==> config.mk <==
export PLATFORM = sky130hd
export DESIGN_NAME = ex_mem_skid_stage
export DESIGN_NICKNAME = d
export VERILOG_FILES = /design/src/rtl/pipe_pkg.sv /design/src/rtl/pipe_skid_buf.sv /design/src/rtl/ex_mem_skid_stage.sv
export SDC_FILE = /design/constraint.sdc
export NUM_CORES = 1
export LEC_CHECK = 0
export ABC_CLOCK_PERIOD_IN_PS = 4800
export CAP_MARGIN = 0
export CORE_MARGIN = 10
export CORE_UTILIZATION = 44
export CTS_CLUSTER_DIAMETER = 80
export DETAILED_ROUTE_END_ITERATION = 8
export PLACE_DENSITY = 0.74
export REMOVE_ABC_BUFFERS = 1
export SLEW_MARGIN = 10
export SYNTH_ARGS = -nofsm -noshare
export SYNTH_HDL_FRONTEND = slang
export SYNTH_SLANG_ARGS = --single-unit
==> constraint.sdc <==
create_clock -name clk -period 4.8 [get_ports clk]
set_clock_uncertainty 0.2 [all_clocks]
set_input_delay 0.48 -clock clk [delete_from_list [all_inputs] [get_ports clk]]
set_output_delay 0.48 -clock clk [all_outputs]
set_load 0.03 [all_outputs]
==> src/rtl/pipe_pkg.sv <==
// Shared EX->MEM pipeline definitions: writeback-select codes, default widths,
// the canonical stage payload layout and the skid-buffer state encoding.
package pipe_pkg;

  localparam int XLEN_DEF   = 32;
  localparam int REG_AW_DEF = 5;
  localparam int WSEL_W_DEF = 2;

  localparam logic [1:0] WSEL_PASS = 2'd0;
  localparam logic [1:0] WSEL_RAM  = 2'd1;
  localparam logic [1:0] WSEL_ALU  = 2'd2;
  localparam logic [1:0] WSEL_RSV  = 2'd3;

  // Field order matches the concatenation used by ex_mem_skid_stage.
  typedef struct packed {
    logic [XLEN_DEF-1:0]   pc;
    logic [WSEL_W_DEF-1:0] rf_wsel;
    logic                  rf_we;
    logic                  ram_we;
    logic [XLEN_DEF-1:0]   wdin;
    logic [XLEN_DEF-1:0]   alu_c;
    logic                  alu_f;
    logic [REG_AW_DEF-1:0] wr;
    logic [XLEN_DEF-1:0]   wd;
  } ex_mem_t;

  localparam int EX_MEM_W = $bits(ex_mem_t);

  // Encoding doubles as the occupancy count.
  typedef enum logic [1:0] {
    SKID_EMPTY = 2'd0,
    SKID_ONE   = 2'd1,
    SKID_FULL  = 2'd2
  } skid_state_e;

  function automatic int ex_mem_width(input int xlen, input int reg_aw, input int wsel_w);
    return 4 * xlen + wsel_w + 3 + reg_aw;
  endfunction

endpackage

==> src/rtl/pipe_skid_buf.sv <==
// Generic 2-entry skid buffer: main register drives the output, skid catches
// the one beat accepted while the consumer stalls.
module pipe_skid_buf
  import pipe_pkg::*;
#(
  parameter int W = 8
) (
  input  logic         clk,
  input  logic         rst_n,
  input  logic         flush,
  input  logic         in_valid,
  output logic         in_ready,
  input  logic [W-1:0] in_data,
  output logic         out_valid,
  input  logic         out_ready,
  output logic [W-1:0] out_data,
  output logic [1:0]   occupancy
);

  skid_state_e  state_q, state_d;
  logic [W-1:0] main_q, main_d;
  logic [W-1:0] skid_q, skid_d;
  logic         in_ready_q, in_ready_d;
  logic         in_fire, out_fire;

  assign in_fire  = in_valid & in_ready_q & ~flush;
  assign out_fire = out_valid & out_ready;

  always_ff @(posedge clk) begin
    if (!rst_n) begin
      state_q    <= SKID_EMPTY;
      main_q     <= '0;
      skid_q     <= '0;
      in_ready_q <= 1'b1;
    end else begin
      state_q    <= state_d;
      main_q     <= main_d;
      skid_q     <= skid_d;
      in_ready_q <= in_ready_d;
    end
  end

  always_comb begin
    state_d = state_q;
    main_d  = main_q;
    skid_d  = skid_q;
    case (state_q)
      SKID_EMPTY: if (in_fire) begin
        state_d = SKID_ONE;
        main_d  = in_data;
      end
      SKID_ONE: begin
        if (in_fire && out_fire) begin
          main_d = in_data;
        end else if (in_fire) begin
          state_d = SKID_FULL;
          skid_d  = in_data;
        end else if (out_fire) begin
          state_d = SKID_EMPTY;
        end
      end
      SKID_FULL: if (out_fire) begin
        state_d = SKID_ONE;
        main_d  = skid_q;
      end
      default: state_d = SKID_EMPTY;
    endcase
    // Flush leaves payload stale; it is don't-care once out_valid drops.
    if (flush) begin
      state_d = SKID_EMPTY;
      main_d  = main_q;
      skid_d  = skid_q;
    end
    in_ready_d = (state_d != SKID_FULL);
  end

  always_comb begin
    out_valid = (state_q != SKID_EMPTY);
    occupancy = state_q;
    in_ready  = in_ready_q;
    out_data  = main_q;
  end

endmodule

==> src/rtl/ex_mem_skid_stage.sv <==
// EX->MEM stage with valid/ready handshake over a 2-entry skid buffer; the
// writeback data is resolved at capture and the head entry feeds forwarding.
module ex_mem_skid_stage
  import pipe_pkg::*;
#(
  parameter int XLEN   = XLEN_DEF,
  parameter int REG_AW = REG_AW_DEF,
  parameter int WSEL_W = WSEL_W_DEF
) (
  input  logic              clk,
  input  logic              rst_n,
  input  logic              flush,
  input  logic              in_valid,
  output logic              in_ready,
  input  logic [XLEN-1:0]   in_pc,
  input  logic [XLEN-1:0]   in_wdin,
  input  logic [XLEN-1:0]   in_alu_c,
  input  logic [XLEN-1:0]   in_wd,
  input  logic [WSEL_W-1:0] in_rf_wsel,
  input  logic              in_rf_we,
  input  logic              in_ram_we,
  input  logic              in_alu_f,
  input  logic [REG_AW-1:0] in_wr,
  output logic              out_valid,
  input  logic              out_ready,
  output logic [XLEN-1:0]   out_pc,
  output logic [XLEN-1:0]   out_wdin,
  output logic [XLEN-1:0]   out_alu_c,
  output logic [XLEN-1:0]   out_wd,
  output logic [WSEL_W-1:0] out_rf_wsel,
  output logic              out_rf_we,
  output logic              out_ram_we,
  output logic              out_alu_f,
  output logic [REG_AW-1:0] out_wr,
  output logic              fwd_we,
  output logic [REG_AW-1:0] fwd_wr,
  output logic [XLEN-1:0]   fwd_wd,
  output logic [1:0]        occupancy
);

  localparam int PW = ex_mem_width(XLEN, REG_AW, WSEL_W);

  logic [XLEN-1:0] wd_sel;
  logic [PW-1:0]   in_data, out_data;

  assign wd_sel  = (in_rf_wsel == WSEL_W'(WSEL_ALU)) ? in_alu_c : in_wd;
  assign in_data = {in_pc, in_rf_wsel, in_rf_we, in_ram_we, in_wdin,
                    in_alu_c, in_alu_f, in_wr, wd_sel};

  pipe_skid_buf #(.W(PW)) u_skid (
    .clk       (clk),
    .rst_n     (rst_n),
    .flush     (flush),
    .in_valid  (in_valid),
    .in_ready  (in_ready),
    .in_data   (in_data),
    .out_valid (out_valid),
    .out_ready (out_ready),
    .out_data  (out_data),
    .occupancy (occupancy)
  );

  assign {out_pc, out_rf_wsel, out_rf_we, out_ram_we, out_wdin,
          out_alu_c, out_alu_f, out_wr, out_wd} = out_data;

  // Load results are not available yet, so RAM-sourced writes never forward.
  assign fwd_we = out_valid & out_rf_we & (out_rf_wsel != WSEL_W'(WSEL_RAM));
  assign fwd_wr = out_wr;
  assign fwd_wd = out_wd;

endmodule

==> impl_results.md <==
* Met3 Use GR at approximately 5.7%
* Yosys top cell area share at 46.1%
* Tightest Hold Check Type: reg2reg
* Worst Path Max Fanout at 7
* Worst-Margin Slew at between 1 and 1.5 ns
* Synthesized area at between 10,000 and 15,000 µm²
* Total Routing Usage GR at 18.6%
* Multi-input gate area at slightly below 6000 µm²
* Gr busiest metal: met2
* HP Start: u_skid.skid_q[93]
* Peak VDD IR at approximately 250 µV
* Vias/cell at about 5.3
* Leakage at 0.00804 µW
* CTS Hold Buffers Added at 0
* I/O Buffers at roughly 320
* First-pass GRT wire length at approximately 53,000 µm
* WP data required at between 4 and 5 ns
* Commonest non-fill, non-tap cell in the layout: nand2_1
* Nets at around 1,700
* CTS clock-pin slew for the worst setup and hold paths at ~0.060 ns
* ANT nets after route at 0
* Share of layout cells above drive strength 1 at under 10%
* Yosys cell types at 27
* Flops & latches, synth at between 200 and 300
* Cell taking the most area after synthesis: dfxtp_1
* Register area share after synthesis at between 40% and 50%
* Initial DRT Pass Iterations at 7
* DR WL/cell at roughly 18 µm
* GP Congestion at slightly below 0.8
* Crit path launch: u_skid.occupancy[1]
* Initial antenna violation count at 2
* Pre-CTS setup slack at between 1.5 and 2 ns
* Layout Cells excl Fill at 1,892
* Die width at 186 µm
* CP arrival at 1.98 ns
* Startpoint Class: flip-flop
* Setup violators final at 0
* Vias at around 10,000
* Status: completed
* Synth Area per Inst at 9.23 µm²
* Endpoint class of the critical path: output pin
* Post-Place Cell Area at roughly 15,000 µm²
* Placed Instances at between 1,500 and 2,000
* TritonCTS buffer count at 30
* IO Pins at ~320
* Met1 GRT Util at between 20% and 30%
* Worst r2r src: u_skid.occupancy[0]
* Root Driver: clkbuf_16
* Mapped Cells at approximately 1,300
* Largest net degree at the start of global routing at 134
* Layout fillers at 2,294
* Global route total overflow at 0
* Final Total Pwr at approximately 5600 µW
* RSZ-0062 raised after global routing: false
* Worst setup margin at around 2.1 ns
* Die area at 34,600 µm²
* Post-CTS Resized at 0
* Core Footprint at roughly 27,000 µm²
* Reg area at 5590 µm²
* Clock Latency Late Sink at between 0.5 and 0.6 ns
* EDFF count, synth at 0
* Clock sink count at 279
* Total wire length at ~34,000 µm
* Row cnt at 60
* Max Cap Violations at 0
* Setup Crit Path Kind: reg2out
* CTS Buffer Depth at 3
* Area contributors post-synth: dfxtp_1, nand2_1, mux2i_1, o211a_1, a21boi_0
* Fin. Hold Viols at 0
* Vias in the first global route at 9,594
* Initial DRC Count at 580
* YS warnings at 0
* Hold WS at between 0.2 and 0.3 ns
* Starting Density at about 45%
* CTS tree: built
* Die H at between 150 and 200 µm
* Main synth FF type: dfxtp_1
* Met2 GRT Util at roughly a third
* Worst slew margin at approximately a third
* Postcts setup bufs at 0
* Async set-reset flop share out of synthesis at 0%
* H-Tree Depth at 1
* Finished Cell Area at roughly 16,000 µm²
* Achievable Freq at approximately 0.38 GHz
* Fin crit share at ~55%
* Pwr Density at around 350 nW/µm²
* Hpwl dp at between 20,000 and 25,000 µm
* Post-route DRC at 0
* Most frequent cells in the layout: nand2_1, clkdlybuf4s50_1, dfxtp_1
* Minimum clock period after layout at between 2 and 3 ns
* Max Slew Vio Count at 0
* Area Growth Syn to Fin at 33.7%
## metal layers
metal  vias up  routed length [µm]
li1       4909                   -
met1      4787               14800
met2       284               15900
met3        43                2810
met4         2                 658
met5         -                  10
## Yosys cell counts (4+ instances only)
library cell,count
buf_4,42
a21boi_1,16
o32ai_1,32
and2_1,32
mux2i_1,138
buf_2,54
nand2_1,385
a21boi_0,90
o211a_1,138
nand2b_1,4
nor2_1,34
dfxtp_1,279
clkbuf_1,55
## power breakdown
| group | leakage [µW] | switching (µW) | internal (µW) |
|---|---|---|---|
| Combinational | 0.00527 | 442 | 392 |
| Sequential | 0.00227 | 62.4 | 2410 |
| Clock | 0.000499 | 934 | 1410 |
## sequential cells by signal (all words and copies together), names as in the netlist
signal,count
u_skid.in_ready,1
u_skid.occupancy,2
u_skid.skid_q,138
u_skid.out_data,138
## cell type report
type,instances,area share [%]
inverters,1,0.0232
clock inverters,10,0.649
well taps,341,2.63
multi-input cells,881,35.6
flip-flops and latches,279,34.5
repair buffers,334,21.0
diodes,1,0.0154
clock buffers,45,5.61
## stage by stage
stage / TNS (ns) / util (%)
after floorplan: -2269.91 / -
after global placement: 0 / 56.2
after detailed placement: 0 / 56.2
after CTS: 0 / 59.9
after global routing: 0 / 59.9
final: 0 / 59.9
## worst paths after layout
check / endpoint / slack [ns] / depth (start not counted)
setup / recovery: fwd_we / 2.14 / 3
hold / removal: u_skid.skid_q[93] / 0.25 / 2
setup reg to reg: u_skid.out_data[34] / 2.18 / 5
hold reg to reg: u_skid.skid_q[93] / 0.25 / 2
## logic make-up (layout without fill, tap and decap cells)
kind of cell    after synthesis  after routing  share of synthesized area [%]
simple gates                462            462                           15.3
compound gates              280            280                           20.5
flops                       279            279                           46.1
buf+inv                     153            390                           6.60
mux                         138            138                           11.4
xor+xnor                      1              1                         0.0723
other cells                   0              1                              0
## worst max-delay path, cell delays in order, from the launching register on
cell and delay (ns):
dfxtp_1 0.47, or2_2 0.17, and3_1 0.14, clkdlybuf4s50_1 0.67
(Power assumes the default switching activity.)
